===== src/rtl/rv32_pkg.sv =====
// Shared constants for the RV32 decode / ID-EX stage: ALU opsel encoding,
// base-ISA opcodes and funct3/funct7 field values.
package rv32_pkg;

    typedef enum logic [3:0] {
        OPSEL_ADD   = 4'd0,
        OPSEL_SUB   = 4'd1,
        OPSEL_AND   = 4'd2,
        OPSEL_OR    = 4'd3,
        OPSEL_XOR   = 4'd4,
        OPSEL_SLT   = 4'd5,
        OPSEL_SLTU  = 4'd6,
        OPSEL_ADDI  = 4'd7,
        OPSEL_LOAD  = 4'd8,
        OPSEL_ANDI  = 4'd9,
        OPSEL_ORI   = 4'd10,
        OPSEL_XORI  = 4'd11,
        OPSEL_SLTI  = 4'd12,
        OPSEL_SLTIU = 4'd13,
        OPSEL_LUI   = 4'd14,
        OPSEL_AUIPC = 4'd15
    } alu_opsel_e;

    localparam logic [6:0] OPC_OP     = 7'b0110011;
    localparam logic [6:0] OPC_OP_IMM = 7'b0010011;
    localparam logic [6:0] OPC_LOAD   = 7'b0000011;
    localparam logic [6:0] OPC_STORE  = 7'b0100011;
    localparam logic [6:0] OPC_BRANCH = 7'b1100011;
    localparam logic [6:0] OPC_JAL    = 7'b1101111;
    localparam logic [6:0] OPC_JALR   = 7'b1100111;
    localparam logic [6:0] OPC_LUI    = 7'b0110111;
    localparam logic [6:0] OPC_AUIPC  = 7'b0010111;
    localparam logic [6:0] OPC_SYSTEM = 7'b1110011;

    localparam logic [2:0] F3_ADD_SUB = 3'b000;
    localparam logic [2:0] F3_SLL     = 3'b001;
    localparam logic [2:0] F3_SLT     = 3'b010;
    localparam logic [2:0] F3_SLTU    = 3'b011;
    localparam logic [2:0] F3_XOR     = 3'b100;
    localparam logic [2:0] F3_SR      = 3'b101;
    localparam logic [2:0] F3_OR      = 3'b110;
    localparam logic [2:0] F3_AND     = 3'b111;

    localparam logic [6:0] F7_BASE = 7'b0000000;
    localparam logic [6:0] F7_ALT  = 7'b0100000;

endpackage


===== src/rtl/rv32_alu_decode.sv =====
// Combinational instruction classifier: ALU opsel, ALU-class flag, load flag,
// rd write enable (never for x0 or illegal encodings) and illegal flag.
module rv32_alu_decode
    import rv32_pkg::*;
(
    input  logic [31:0] instr_i,
    output alu_opsel_e  opsel_o,
    output logic        alu_class_o,
    output logic        is_load_o,
    output logic        rd_we_o,
    output logic        illegal_o
);

    logic [6:0] opcode;
    logic [2:0] f3;
    logic [6:0] f7;
    logic [4:0] rd;
    logic       rd_we_raw;
    logic       instr_unused;

    assign opcode       = instr_i[6:0];
    assign f3           = instr_i[14:12];
    assign f7           = instr_i[31:25];
    assign rd           = instr_i[11:7];
    assign instr_unused = ^instr_i[24:15];

    // Classify by opcode, then refine by funct3/funct7
    always_comb begin
        opsel_o     = OPSEL_ADD;
        alu_class_o = 1'b0;
        is_load_o   = 1'b0;
        rd_we_raw   = 1'b0;
        illegal_o   = 1'b0;
        unique case (opcode)
            OPC_OP: begin
                rd_we_raw = 1'b1;
                if (f7 == F7_BASE) begin
                    alu_class_o = 1'b1;
                    unique case (f3)
                        F3_ADD_SUB: opsel_o = OPSEL_ADD;
                        F3_SLT:     opsel_o = OPSEL_SLT;
                        F3_SLTU:    opsel_o = OPSEL_SLTU;
                        F3_XOR:     opsel_o = OPSEL_XOR;
                        F3_OR:      opsel_o = OPSEL_OR;
                        F3_AND:     opsel_o = OPSEL_AND;
                        default:    alu_class_o = 1'b0;  // SLL / SRL
                    endcase
                end else if (f7 == F7_ALT && f3 == F3_ADD_SUB) begin
                    alu_class_o = 1'b1;
                    opsel_o     = OPSEL_SUB;
                end else if (!(f7 == F7_ALT && f3 == F3_SR)) begin
                    illegal_o = 1'b1;
                end
            end
            OPC_OP_IMM: begin
                rd_we_raw   = 1'b1;
                alu_class_o = 1'b1;
                unique case (f3)
                    F3_ADD_SUB: opsel_o = OPSEL_ADDI;
                    F3_SLT:     opsel_o = OPSEL_SLTI;
                    F3_SLTU:    opsel_o = OPSEL_SLTIU;
                    F3_XOR:     opsel_o = OPSEL_XORI;
                    F3_OR:      opsel_o = OPSEL_ORI;
                    F3_AND:     opsel_o = OPSEL_ANDI;
                    F3_SLL: begin
                        alu_class_o = 1'b0;
                        illegal_o   = (f7 != F7_BASE);
                    end
                    default: begin
                        alu_class_o = 1'b0;
                        illegal_o   = (f7 != F7_BASE) && (f7 != F7_ALT);
                    end
                endcase
            end
            OPC_LOAD: begin
                rd_we_raw   = 1'b1;
                is_load_o   = 1'b1;
                alu_class_o = 1'b1;
                opsel_o     = OPSEL_LOAD;
                illegal_o   = (f3 == 3'b011) || (f3 == 3'b110) || (f3 == 3'b111);
            end
            OPC_LUI: begin
                rd_we_raw   = 1'b1;
                alu_class_o = 1'b1;
                opsel_o     = OPSEL_LUI;
            end
            OPC_AUIPC: begin
                rd_we_raw   = 1'b1;
                alu_class_o = 1'b1;
                opsel_o     = OPSEL_AUIPC;
            end
            OPC_STORE:  illegal_o = (f3 > 3'b010);
            OPC_BRANCH: illegal_o = (f3 == 3'b010) || (f3 == 3'b011);
            OPC_JAL:    rd_we_raw = 1'b1;
            OPC_JALR: begin
                rd_we_raw = 1'b1;
                illegal_o = (f3 != 3'b000);
            end
            OPC_SYSTEM: begin
                rd_we_raw = (f3 != 3'b000);
                illegal_o = (f3 == 3'b100);
            end
            default: illegal_o = 1'b1;
        endcase
        if (illegal_o) begin
            opsel_o     = OPSEL_ADD;
            alu_class_o = 1'b0;
            is_load_o   = 1'b0;
        end
        rd_we_o = rd_we_raw && !illegal_o && (rd != 5'd0);
    end

endmodule


===== src/rtl/rv32_id_ex_stage.sv =====
// RV32 decode stage plus ID/EX pipeline register.
// Optional writeback bypass: define RV32_ID_WB_BYPASS_EN. Without it, a
// same-cycle writeback to a source register stalls decode for one cycle.
module rv32_id_ex_stage
    import rv32_pkg::*;
(
    input  logic        clk,
    input  logic        rst_n,
    input  logic        if_valid,
    input  logic [31:0] if_instr,
    input  logic [31:0] if_pc,
    output logic        id_ready,
    output logic [4:0]  rf_rs1_addr,
    output logic [4:0]  rf_rs2_addr,
    input  logic [31:0] rf_rs1_data,
    input  logic [31:0] rf_rs2_data,
    input  logic        wb_we,
    input  logic [4:0]  wb_rd,
    input  logic [31:0] wb_data,
    input  logic        ex_stall,
    input  logic        flush,
    output logic        ex_valid,
    output logic        ex_enable,
    output logic [3:0]  ex_alu_opsel,
    output logic [31:0] ex_reg_s1,
    output logic [31:0] ex_reg_s2,
    output logic [31:0] ex_pc,
    output logic [31:0] ex_code_bus,
    output logic [4:0]  ex_rd,
    output logic        ex_rd_we,
    output logic        ex_is_load,
    output logic        ex_illegal
);

    alu_opsel_e  dec_opsel;
    logic        dec_alu_class, dec_is_load, dec_rd_we, dec_illegal;
    logic [4:0]  rs1, rs2;
    logic [31:0] op_s1, op_s2;
    logic        wb_block, load_use, accept, is_op;

    logic        valid_q, valid_d, enable_q, enable_d;
    alu_opsel_e  opsel_q, opsel_d;
    logic [31:0] s1_q, s1_d, s2_q, s2_d, pc_q, pc_d, code_q, code_d;
    logic [4:0]  rd_q, rd_d;
    logic        rd_we_q, rd_we_d, is_load_q, is_load_d, illegal_q, illegal_d;

    assign rs1         = if_instr[19:15];
    assign rs2         = if_instr[24:20];
    assign rf_rs1_addr = rs1;
    assign rf_rs2_addr = rs2;
    assign is_op       = (if_instr[6:0] == OPC_OP);

    rv32_alu_decode u_dec (
        .instr_i     (if_instr),
        .opsel_o     (dec_opsel),
        .alu_class_o (dec_alu_class),
        .is_load_o   (dec_is_load),
        .rd_we_o     (dec_rd_we),
        .illegal_o   (dec_illegal)
    );

`ifdef RV32_ID_WB_BYPASS_EN
    // Forward the writeback value over stale register-file data; x0 excluded
    always_comb begin
        op_s1    = (wb_we && wb_rd != 5'd0 && wb_rd == rs1) ? wb_data : rf_rs1_data;
        op_s2    = (wb_we && wb_rd != 5'd0 && wb_rd == rs2) ? wb_data : rf_rs2_data;
        wb_block = 1'b0;
    end
`else
    logic wb_data_unused;
    assign wb_data_unused = ^wb_data;

    // No bypass: hold decode for a cycle until the write lands in the file
    always_comb begin
        op_s1    = rf_rs1_data;
        op_s2    = rf_rs2_data;
        wb_block = wb_we && (wb_rd != 5'd0) && ((wb_rd == rs1) || (wb_rd == rs2));
    end
`endif

    // Load-use interlock, ready and accept
    always_comb begin
        load_use = valid_q && is_load_q && (rd_q != 5'd0) &&
                   ((rd_q == rs1) || (is_op && rd_q == rs2));
        id_ready = rst_n && !ex_stall && !load_use && !wb_block;
        accept   = if_valid && id_ready && !flush;
    end

    // EX register next state: flush > stall hold > accept > bubble
    always_comb begin
        valid_d   = valid_q;
        enable_d  = enable_q;
        opsel_d   = opsel_q;
        s1_d      = s1_q;
        s2_d      = s2_q;
        pc_d      = pc_q;
        code_d    = code_q;
        rd_d      = rd_q;
        rd_we_d   = rd_we_q;
        is_load_d = is_load_q;
        illegal_d = illegal_q;
        if (flush || (!ex_stall && !accept)) begin
            valid_d   = 1'b0;
            enable_d  = 1'b0;
            rd_we_d   = 1'b0;
            is_load_d = 1'b0;
            illegal_d = 1'b0;
        end else if (accept) begin
            valid_d   = 1'b1;
            enable_d  = dec_alu_class;
            opsel_d   = dec_opsel;
            s1_d      = op_s1;
            s2_d      = op_s2;
            pc_d      = if_pc;
            code_d    = if_instr;
            rd_d      = if_instr[11:7];
            rd_we_d   = dec_rd_we;
            is_load_d = dec_is_load;
            illegal_d = dec_illegal;
        end
    end

    // EX register, cleared asynchronously on reset
    always_ff @(posedge clk or negedge rst_n) begin
        if (!rst_n) begin
            valid_q   <= 1'b0;
            enable_q  <= 1'b0;
            opsel_q   <= OPSEL_ADD;
            s1_q      <= '0;
            s2_q      <= '0;
            pc_q      <= '0;
            code_q    <= '0;
            rd_q      <= '0;
            rd_we_q   <= 1'b0;
            is_load_q <= 1'b0;
            illegal_q <= 1'b0;
        end else begin
            valid_q   <= valid_d;
            enable_q  <= enable_d;
            opsel_q   <= opsel_d;
            s1_q      <= s1_d;
            s2_q      <= s2_d;
            pc_q      <= pc_d;
            code_q    <= code_d;
            rd_q      <= rd_d;
            rd_we_q   <= rd_we_d;
            is_load_q <= is_load_d;
            illegal_q <= illegal_d;
        end
    end

    assign ex_valid     = valid_q;
    assign ex_enable    = enable_q;
    assign ex_alu_opsel = opsel_q;
    assign ex_reg_s1    = s1_q;
    assign ex_reg_s2    = s2_q;
    assign ex_pc        = pc_q;
    assign ex_code_bus  = code_q;
    assign ex_rd        = rd_q;
    assign ex_rd_we     = rd_we_q;
    assign ex_is_load   = is_load_q;
    assign ex_illegal   = illegal_q;

endmodule

===== config.mk =====
export PLATFORM = sky130hd
export DESIGN_NAME = rv32_id_ex_stage
export DESIGN_NICKNAME = d
export VERILOG_FILES = /design/src/rtl/rv32_pkg.sv /design/src/rtl/rv32_alu_decode.sv /design/src/rtl/rv32_id_ex_stage.sv
export SDC_FILE = /design/constraint.sdc
export NUM_CORES = 1
export LEC_CHECK = 0
export ABC_AREA = 1
export BUFFER_PORTS_ARGS = -buffer_cell sky130_fd_sc_hd__buf_2
export CORE_ASPECT_RATIO = 0.6
export CORE_MARGIN = 4
export CORE_UTILIZATION = 42
export CTS_CLUSTER_SIZE = 20
export DETAILED_ROUTE_END_ITERATION = 12
export PLACE_DENSITY = 0.87
export SLEW_MARGIN = 20
export SYNTH_ARGS = -nofsm -noshare
export SYNTH_HDL_FRONTEND = slang
export SYNTH_SLANG_ARGS = --single-unit

===== constraint.sdc =====
create_clock -name clk -period 2.8 [get_ports clk]
set_clock_uncertainty 0.2 [all_clocks]
set_input_delay 0.84 -clock clk [delete_from_list [all_inputs] [get_ports clk]]
set_output_delay 0.84 -clock clk [all_outputs]
set_load 0.05 [all_outputs]

==> flow_metrics.env, run 1 <==
export IMPL_outcome="finished, violations left"
export IMPL_violations="setup timing"
export IMPL_cp_max_fo=2
export IMPL_report_final_slew_viol_count=0
export IMPL_tightest_slew_ps=823.9
export IMPL_via_per_inst=4.949
export IMPL_crit_path_start_kind="input port"
export IMPL_peakVddDrop_uv=490.5
export IMPL_die_h_um=103.8
export IMPL_finalWorstSetupSlack_ps=-128.2
export IMPL_cp_top_family="simple AND/OR/NAND/NOR gates"
export IMPL_power_density_mw_per_mm2=847.0
export IMPL_max_stage_delay_ps=210
export IMPL_drtPass1Iterations=6
export IMPL_synthToLayoutAreaGrowth_pct=36.59
export IMPL_fin_crit_ps=2928
export IMPL_antenna_found_initial=0
export IMPL_cts_tree="done"
export IMPL_finalInstanceArea_mm2=0.008771
export IMPL_core_area_mm2=0.01472
export IMPL_fmax_ghz=0.3415
export IMPL_hold_path_class="reg2reg"
export IMPL_synth_area_per_cell_um2=8.087
export IMPL_grt_setup_unrepaired="true"
export IMPL_crit_chain="buf_8 -> nor2_4 -> nand2_2 -> nor2_4 -> nand4_1 -> a21oi_2 -> nor2_4 -> buf_8"
export IMPL_crit_type="in2out"
export IMPL_grt_first_pass_wirelength_mm=31.17
export IMPL_timing_hold_ws_ps=264.4
export IMPL_start_util_pct=43.62
export IMPL_drc=0
export IMPL_holdPathStages=2
export IMPL_cts_sinks=137
export IMPL_place_congestion=0.8936
export IMPL_async_flop_share_pct=100.0
export IMPL_p_leak_nw=5.105
export IMPL_grt_use_total_pct=21.71
export IMPL_grt_pass1_vias=6057
export IMPL_clockBufferDepth=2
export IMPL_place_inst=1254
export IMPL_ys_seq_area_share_pct=53.39
export IMPL_vias=6384
export IMPL_root_buffer="clkbuf_16"
export IMPL_critical_path_slowest_cell="a21oi_2"
export IMPL_path_buf_inv=2
export IMPL_routedWlPerCell_um=14.82
export IMPL_grt_max_degree=138
export IMPL_dpl_worst_slack_ps=-322.0
export IMPL_critPathArrivalTime_ps=1890
export IMPL_die_area_mm2=0.01740
export IMPL_cts_htree_levels=4
export IMPL_cp_end_kind="output pin"
export IMPL_synthCells=794
export IMPL_cts_clk_slew_worst_paths_ps=60
export IMPL_synth_edff_count=0
export IMPL_crit_top_cell="nor2_4"
export IMPL_cts_buffers=17
export IMPL_cap_violations=0
export IMPL_dieWidth_um=167.6
export IMPL_path_depth=8
export IMPL_ys_flop_type="dfrtp_1"
export IMPL_gr_total_overflow=0
export IMPL_place_area_mm2=0.008118
export IMPL_clk_latency_ps=390
export IMPL_r2r_cells=9
export IMPL_synth_area_mm2=0.006421
export IMPL_synth_cell_types=28
export IMPL_drt_initial_drc_count=595
export IMPL_pin_count=324
export IMPL_yosysWarnings=0
export IMPL_nNetsFinal=1255
export IMPL_required_ps=1760
export IMPL_drive_gt1_share_pct=34.07
export IMPL_hold_buffers=0
export IMPL_synth_seq_cells=137
export IMPL_layout_cells_non_filler=1290
export IMPL_io_buffers=291
export IMPL_dp_hpwl_mm=14.01
export IMPL_syn_nets=970
export IMPL_drt_total_wl_mm=19.12
export IMPL_detail_route_antenna_nets=0
export IMPL_num_rows=34
export IMPL_finalSetupViolCount=1
export IMPL_fin_crit_sh_pct=104.6
export IMPL_hold_viol_final=0
export IMPL_diodes=0
export IMPL_relSlewSlack_pct=45.08
-- what timing repair did --
action	CTS	global route
endpoints found under the setup margin	1	1
setup buffers	4	0
endpoints found under the hold margin	0	0
pin swaps	6	1
gates resized for setup	13	2
-- cell usage after synthesis, types with 3 or more instances --
master | instances | area share (%)
a21oi_1 | 5 | 0.39
buf_2 | 15 | 1.2
buf_4 | 25 | 2.9
buf_6 | 5 | 0.88
clkbuf_1 | 10 | 0.58
dfrtp_1 | 137 | 53
ha_1 | 5 | 0.97
inv_1 | 44 | 2.6
nand2_1 | 322 | 19
nand3_1 | 123 | 9.6
nand4_1 | 7 | 0.68
nor2_1 | 35 | 2.0
nor3_1 | 4 | 0.31
o211ai_1 | 3 | 0.35
o21ai_0 | 30 | 2.3
xnor2_1 | 4 | 0.55
xor2_1 | 6 | 0.82
-- kinds of logic (layout without fill, tap and decap cells) --
logic type / Yosys count / count (layout) / synth area share, %
flops: 137 / 137 / 53.39
compound gates: 41 / 41 / 3.371
buf+inv: 102 / 400 / 8.320
simple gates: 499 / 499 / 32.58
xor+xnor: 10 / 10 / 1.364
fa+ha+maj: 5 / 5 / 0.9743
-- through the flow --
stage / TNS (ps) / power, mW / utilization, %
floorplan: -26.45 / 4.517 / -
global placement: -292.0 / 5.212 / 55.15
detailed placement: -322.0 / 5.269 / 55.15
CTS: -83.59 / 7.514 / 59.56
global route: -182.5 / 7.793 / 59.59
finish: -128.2 / 7.429 / 59.59
-- power by group --
group	total, mW	switching, mW	internal [mW]
Sequential	2.58	0.224	2.36
Clock	2.20	0.900	1.30
Combinational	2.65	2.07	0.578
Total	7.43	3.19	4.23
-- placed cells by master, fill, tap and decap left out, drive strengths merged, types with 2 or more instances in the layout --
cell type and count:
o211ai 3, clkbuf 19, inv 51, xor2 6, o21ai 31, dfrtp 137, nor2 37, nand2 323
ha 5, nand3b 2, a21oi 5, clkinv 3, xnor2 4, clkinvlp 3, nand3 124, nor3 4
buf 323, nand4 8
-- path summary, 6_finish.rpt --
kind / end / start / slack (ps)
max in group asynchronous: ex_code_bus[9] / rst_n / 1340
worst min-delay path: ex_reg_s1[12] / ex_reg_s1[12] / 260
worst max-delay path: id_ready / if_instr[3] / -130
worst max register to register: ex_code_bus[1] / ex_code_bus[10] / 690
worst min register to register: ex_reg_s1[12] / ex_reg_s1[12] / 260
min in group asynchronous: ex_code_bus[6] / rst_n / 290
-- cell type report --
type / instances / area (um^2)
Clock buffer: 19 / 452.9
Clock inverter: 13 / 133.9
Fill cell: 1317 / 5948
Inverter: 45 / 181.4
Multi-Input combinational cell: 555 / 2509
Sequential cell: 137 / 3430
Tap cell: 198 / 247.7
Timing Repair Buffer: 323 / 1817
-- worst register-to-register path, stage by stage, from the launching register on --
cell,delay (ps)
dfrtp_1,460
xor2_1,190
nor2_1,120
nand3_1,120
a21oi_2,210
nor2_4,80
buf_4,150
buf_12,170
nand3_1,240
nand2_1,70
-- flip-flops by register name, summed over array words and instances, names as in the netlist --
name / cells
ex_alu_opsel: 4
ex_code_bus: 32
ex_enable: 1
ex_illegal: 1
ex_is_load: 1
ex_pc: 32
ex_rd_we: 1
ex_reg_s1: 32
ex_reg_s2: 32
ex_valid: 1
-- routing by layer --
layer  routed length (um)  global-route usage [%]  up-vias
met5                    0                       0        -
met4                  181                   4.864        0
met3                 1742                   6.243       14
met2                 8683                   33.78      282
met1                 8508                   30.30     3004
li1                     -                       -     3084
Power figures use the tool's default switching activity.
==> inputs of run 2 (changes only) <==
Settings changed: CTS_BUF_LIST set to sky130_fd_sc_hd__clkbuf_16.
==> flow_metrics.env, run 2 (synthesis results as in run 1) <==
export IMPL_outcome="finished, violations left"
export IMPL_violations="setup timing"
export IMPL_hold_path_class="reg2reg"
export IMPL_crit_top_cell="nor2_4"
export IMPL_cts_htree_levels=4
export IMPL_grt_first_pass_wirelength_mm=31.17
export IMPL_vias=6392
export IMPL_fmax_ghz=0.3410
export IMPL_cts_buffers=17
export IMPL_r2r_cells=9
export IMPL_drive_gt1_share_pct=33.88
export IMPL_dpl_worst_slack_ps=-322.0
export IMPL_core_area_mm2=0.01472
export IMPL_cts_clk_slew_worst_paths_ps=60
export IMPL_pin_count=324
export IMPL_clk_latency_ps=390
export IMPL_drtPass1Iterations=6
export IMPL_num_rows=34
export IMPL_finalWorstSetupSlack_ps=-132.5
export IMPL_crit_path_start_kind="input port"
export IMPL_routedWlPerCell_um=14.86
export IMPL_tightest_slew_ps=809.3
export IMPL_drt_initial_drc_count=590
export IMPL_most_common_layout_cells="nand2_1, buf_2, dfrtp_1"
export IMPL_gr_total_overflow=0
export IMPL_nNetsFinal=1255
export IMPL_p_leak_nw=5.094
export IMPL_fill_cells=1320
export IMPL_place_congestion=0.8936
export IMPL_cp_end_kind="output pin"
export IMPL_io_buffers=291
export IMPL_peakVddDrop_uv=490.3
export IMPL_root_buffer="clkbuf_16"
export IMPL_dp_hpwl_mm=14.01
export IMPL_report_final_slew_viol_count=0
export IMPL_max_stage_delay_ps=210
export IMPL_critical_path_slowest_cell="a21oi_2"
export IMPL_grt_pass1_vias=6060
export IMPL_fin_crit_ps=2933
export IMPL_required_ps=1760
export IMPL_via_per_inst=4.955
export IMPL_diodes=0
export IMPL_synthToLayoutAreaGrowth_pct=36.28
export IMPL_hold_viol_final=0
export IMPL_finalSetupViolCount=1
export IMPL_cap_violations=0
export IMPL_drt_total_wl_mm=19.17
export IMPL_relSlewSlack_pct=46.04
export IMPL_dieWidth_um=167.6
export IMPL_cts_sinks=137
export IMPL_grt_setup_unrepaired="true"
export IMPL_holdPathStages=2
export IMPL_grt_max_degree=138
export IMPL_die_area_mm2=0.01740
export IMPL_crit_chain="buf_8 -> nor2_4 -> nand2_2 -> nor2_4 -> nand4_1 -> a21oi_2 -> nor2_4 -> buf_8"
export IMPL_fin_crit_sh_pct=104.7
export IMPL_critPathArrivalTime_ps=1890
export IMPL_cts_tree="done"
export IMPL_final_common_cell="nand2_1"
export IMPL_antenna_found_initial=0
export IMPL_crit_type="in2out"
export IMPL_cp_max_fo=2
export IMPL_clockBufferDepth=2
export IMPL_grt_use_total_pct=21.72
export IMPL_start_util_pct=43.62
export IMPL_timing_hold_ws_ps=264.4
export IMPL_die_h_um=103.8
export IMPL_detail_route_antenna_nets=0
export IMPL_power_density_mw_per_mm2=842.6
export IMPL_drc=0
-- run 2: cell count changes in the layout (fill, tap and decap cells not counted) --
cell / previous run / this run
clkbuf_8: 2 / 0
clkinv_1: 0 / 2
-- run 2: power by group --
group	internal, mW	switching (mW)
combinational	0.579	2.07
sequential	2.36	0.224
clock	1.24	0.900
-- run 2: critical path, delay by kind of cell --
kind	cells	cell delay, ps
compound gates	1	210
buf+inv	2	250
simple gates	5	590
-- run 2: repair_timing --
item | CTS | global route
setup buffers | 4 | 0
endpoints found under the setup margin | 1 | 1
resized for setup | 13 | 2
pin swaps | 6 | 1
hold buffers | 0 | 0
-- run 2: area by class of cell --
| type | count | area (um^2) | area share [%] |
|---|---|---|---|
| inverter | 45 | 181.4 | 2.073 |
| clock buffer | 17 | 425.4 | 4.861 |
| timing repair buffer | 323 | 1817 | 20.76 |
| clock inverter | 15 | 141.4 | 1.616 |
| sequential | 137 | 3430 | 39.19 |
| multi-input combinational | 555 | 2509 | 28.67 |
| tap | 198 | 247.7 | 2.831 |
-- run 2: metal layers --
metal  global-route usage, %  vias up  share of wire, %
met5                       0        -                 0
met4                   4.864        0               1.0
met3                   6.243       14               9.3
met2                   33.78      283                45
met1                   30.35     3008                44
li1                        -     3087                 -
-- run 2: metrics by stage --
| stage | area, um^2 | utilization [%] | setup TNS [ps] | power [mW] | instances |
|---|---|---|---|---|---|
| floorplan | 6471 | - | -26.45 | 4.517 | 794 |
| global placement | 8118 | 55.15 | -292.0 | 5.212 | 1254 |
| detailed placement | 8118 | 55.15 | -322.0 | 5.269 | 1254 |
| CTS | 8747 | 59.43 | -83.59 | 7.456 | 1290 |
| global route | 8751 | 59.45 | -182.5 | 7.739 | 1290 |
| finish | 8751 | 59.45 | -132.5 | 7.373 | 1290 |
-- run 2: path summary, 6_finish.rpt --
| path | startpoint | end | slack [ps] |
|---|---|---|---|
| max | if_instr[3] | id_ready | -130 |
| min | ex_reg_s1[12] | ex_reg_s1[12] | 260 |
| max reg2reg | ex_code_bus[10] | ex_code_bus[1] | 690 |
| min reg2reg | ex_reg_s1[12] | ex_reg_s1[12] | 260 |
| max in group asynchronous | rst_n | ex_code_bus[9] | 1360 |
| min in group asynchronous | rst_n | ex_code_bus[6] | 290 |
==> inputs of run 3 (changes only) <==
Settings changed: CORE_UTILIZATION 42 to 46, PLACE_DENSITY 0.87 to 0.9, TNS_END_PERCENT set to 30.
Clock period 2.8 ns to 3.3 ns, I/O delays scaled along.
==> flow_metrics.env, run 3 (synthesis results as in run 1) <==
export IMPL_outcome="complete, no violations"
export IMPL_grt_pass1_vias=5991
export IMPL_clk_latency_ps=390
export IMPL_tightest_slew_ps=790.6
export IMPL_dieWidth_um=160.5
export IMPL_die_area_mm2=0.01598
export IMPL_p_sw_mw=2.701
export IMPL_antenna_found_initial=0
export IMPL_routedWlPerCell_um=14.93
export IMPL_root_buffer="clkbuf_16"
export IMPL_grt_max_degree=138
export IMPL_detail_route_antenna_nets=0
export IMPL_vias=6268
export IMPL_cts_htree_levels=4
export IMPL_core_area_mm2=0.01367
export IMPL_grt_first_pass_wirelength_mm=30.28
export IMPL_drive_gt1_share_pct=33.12
export IMPL_die_h_um=99.52
export IMPL_p_int_mw=3.606
export IMPL_cp_max_fo=3
export IMPL_place_congestion=0.9104
export IMPL_num_rows=33
export IMPL_report_final_slew_viol_count=0
export IMPL_gr_total_overflow=0
export IMPL_drc=0
export IMPL_drtPass1Iterations=5
export IMPL_final_common_cell="nand2_1"
export IMPL_crit_path_start_kind="input port"
export IMPL_finalSetupViolCount=0
export IMPL_p_comb_share_pct=35.4
export IMPL_cts_sinks=137
export IMPL_fin_crit_ps=3266
export IMPL_peakVddDrop_uv=417.8
export IMPL_pin_count=324
export IMPL_fmax_ghz=0.3062
export IMPL_cts_buffers=17
export IMPL_p_sw_share_pct=42.82
export IMPL_critPathArrivalTime_ps=2080
export IMPL_drt_total_wl_mm=19.05
export IMPL_hold_path_class="reg2reg"
export IMPL_crit_type="in2out"
export IMPL_required_ps=2110
export IMPL_cap_violations=0
export IMPL_start_util_pct=46.98
export IMPL_r2r_cells=11
export IMPL_cts_tree="done"
export IMPL_grt_use_total_pct=23.48
export IMPL_timing_setup_tns_ps=0
export IMPL_relSlewSlack_pct=47.29
export IMPL_power_density_mw_per_mm2=731.7
export IMPL_hold_viol_final=0
export IMPL_hold_buffers=0
export IMPL_most_common_layout_cells="nand2_1, buf_2, dfrtp_1"
export IMPL_cp_end_kind="output pin"
export IMPL_drt_initial_drc_count=460
export IMPL_p_leak_nw=5.042
export IMPL_diodes=0
export IMPL_via_per_inst=4.912
export IMPL_nNetsFinal=1247
export IMPL_clkPwrFrac_pct=29.9
export IMPL_seqPwrFrac_pct=34.7
export IMPL_dp_hpwl_mm=14.23
export IMPL_clockBufferDepth=2
export IMPL_cts_clk_slew_worst_paths_ps=60
export IMPL_fin_crit_sh_pct=98.97
export IMPL_io_buffers=291
export IMPL_holdPathStages=2
export IMPL_place_area_mm2=0.007986
export IMPL_synthToLayoutAreaGrowth_pct=34.24
export IMPL_finalInstanceArea_mm2=0.008620
==> run 3: per-layer routing <==
metal  GRT usage [%]  vias to the layer above  wire length [um]
met1           31.57                     2924              8141
li1                -                     3059                 -
met2           37.34                      277              8880
met4           4.759                        0               106
met3           8.240                        8              1917
met5               0                        -                 0
==> run 3: final cells by class <==
class                   instances  area, um^2
flip-flops and latches        137        3428
multi-input cells             555        2499
repair buffers                315        1690
fillers                      1181        5047
clock inverters                15       166.4
inverters                      45       170.2
well taps                     192       240.2
clock buffers                  17       425.4
==> run 3: path summary, 6_finish.rpt <==
check                                 from             end  slack [ps]
min in group asynchronous            rst_n  ex_code_bus[0]         440
setup / recovery              if_instr[21]        id_ready          30
hold / removal                ex_reg_s2[3]    ex_reg_s2[3]         260
hold reg to reg               ex_reg_s2[3]    ex_reg_s2[3]         260
max in group asynchronous            rst_n  ex_code_bus[9]        1790
setup reg to reg           ex_code_bus[10]   ex_reg_s2[24]         730
==> run 3: worst max-delay path, cell delays in order <==
cell     delay, ps
buf_2          120
buf_4          130
nand2_1         60
nand2_1         50
nor2_1         110
nand4_1        160
a21oi_2        220
nor2_4          80
buf_8          150
==> run 3: per-stage QoR <==
step | instances | setup slack (ps) | util, % | power [mW] | hold WS, ps
2_1_floorplan | 794 | 91.50 | - | 3.827 | 494.4
3_3_place_gp | 1242 | -107.4 | 58.44 | 4.401 | 248.8
3_5_place_dp | 1242 | -120.5 | 58.44 | 4.459 | 253.0
4_1_cts | 1275 | 1.840 | 62.89 | 6.367 | 268.8
5_1_grt | 1276 | -11.22 | 63.07 | 6.624 | 285.4
6_report | 1276 | 34.09 | 63.07 | 6.307 | 264.6
==> run 3: power by group through the flow <==
stage | clock, mW | combinational (mW) | sequential (mW)
after floorplan | 0 | 0.480 | 3.35
after global placement | 0 | 2.21 | 2.19
after detailed placement | 0 | 2.25 | 2.21
after CTS | 1.93 | 2.25 | 2.19
after global routing | 2.02 | 2.37 | 2.23
final | 1.88 | 2.23 | 2.19
==> run 3: repair_timing <==
| item | in CTS | in global routing |
|---|---|---|
| setup buffers | 1 | 1 |
| pin swaps | 1 | 5 |
| resized for setup | 3 | 7 |
| hold endpoints to repair | 0 | 0 |
| setup endpoints to repair | 1 | 1 |
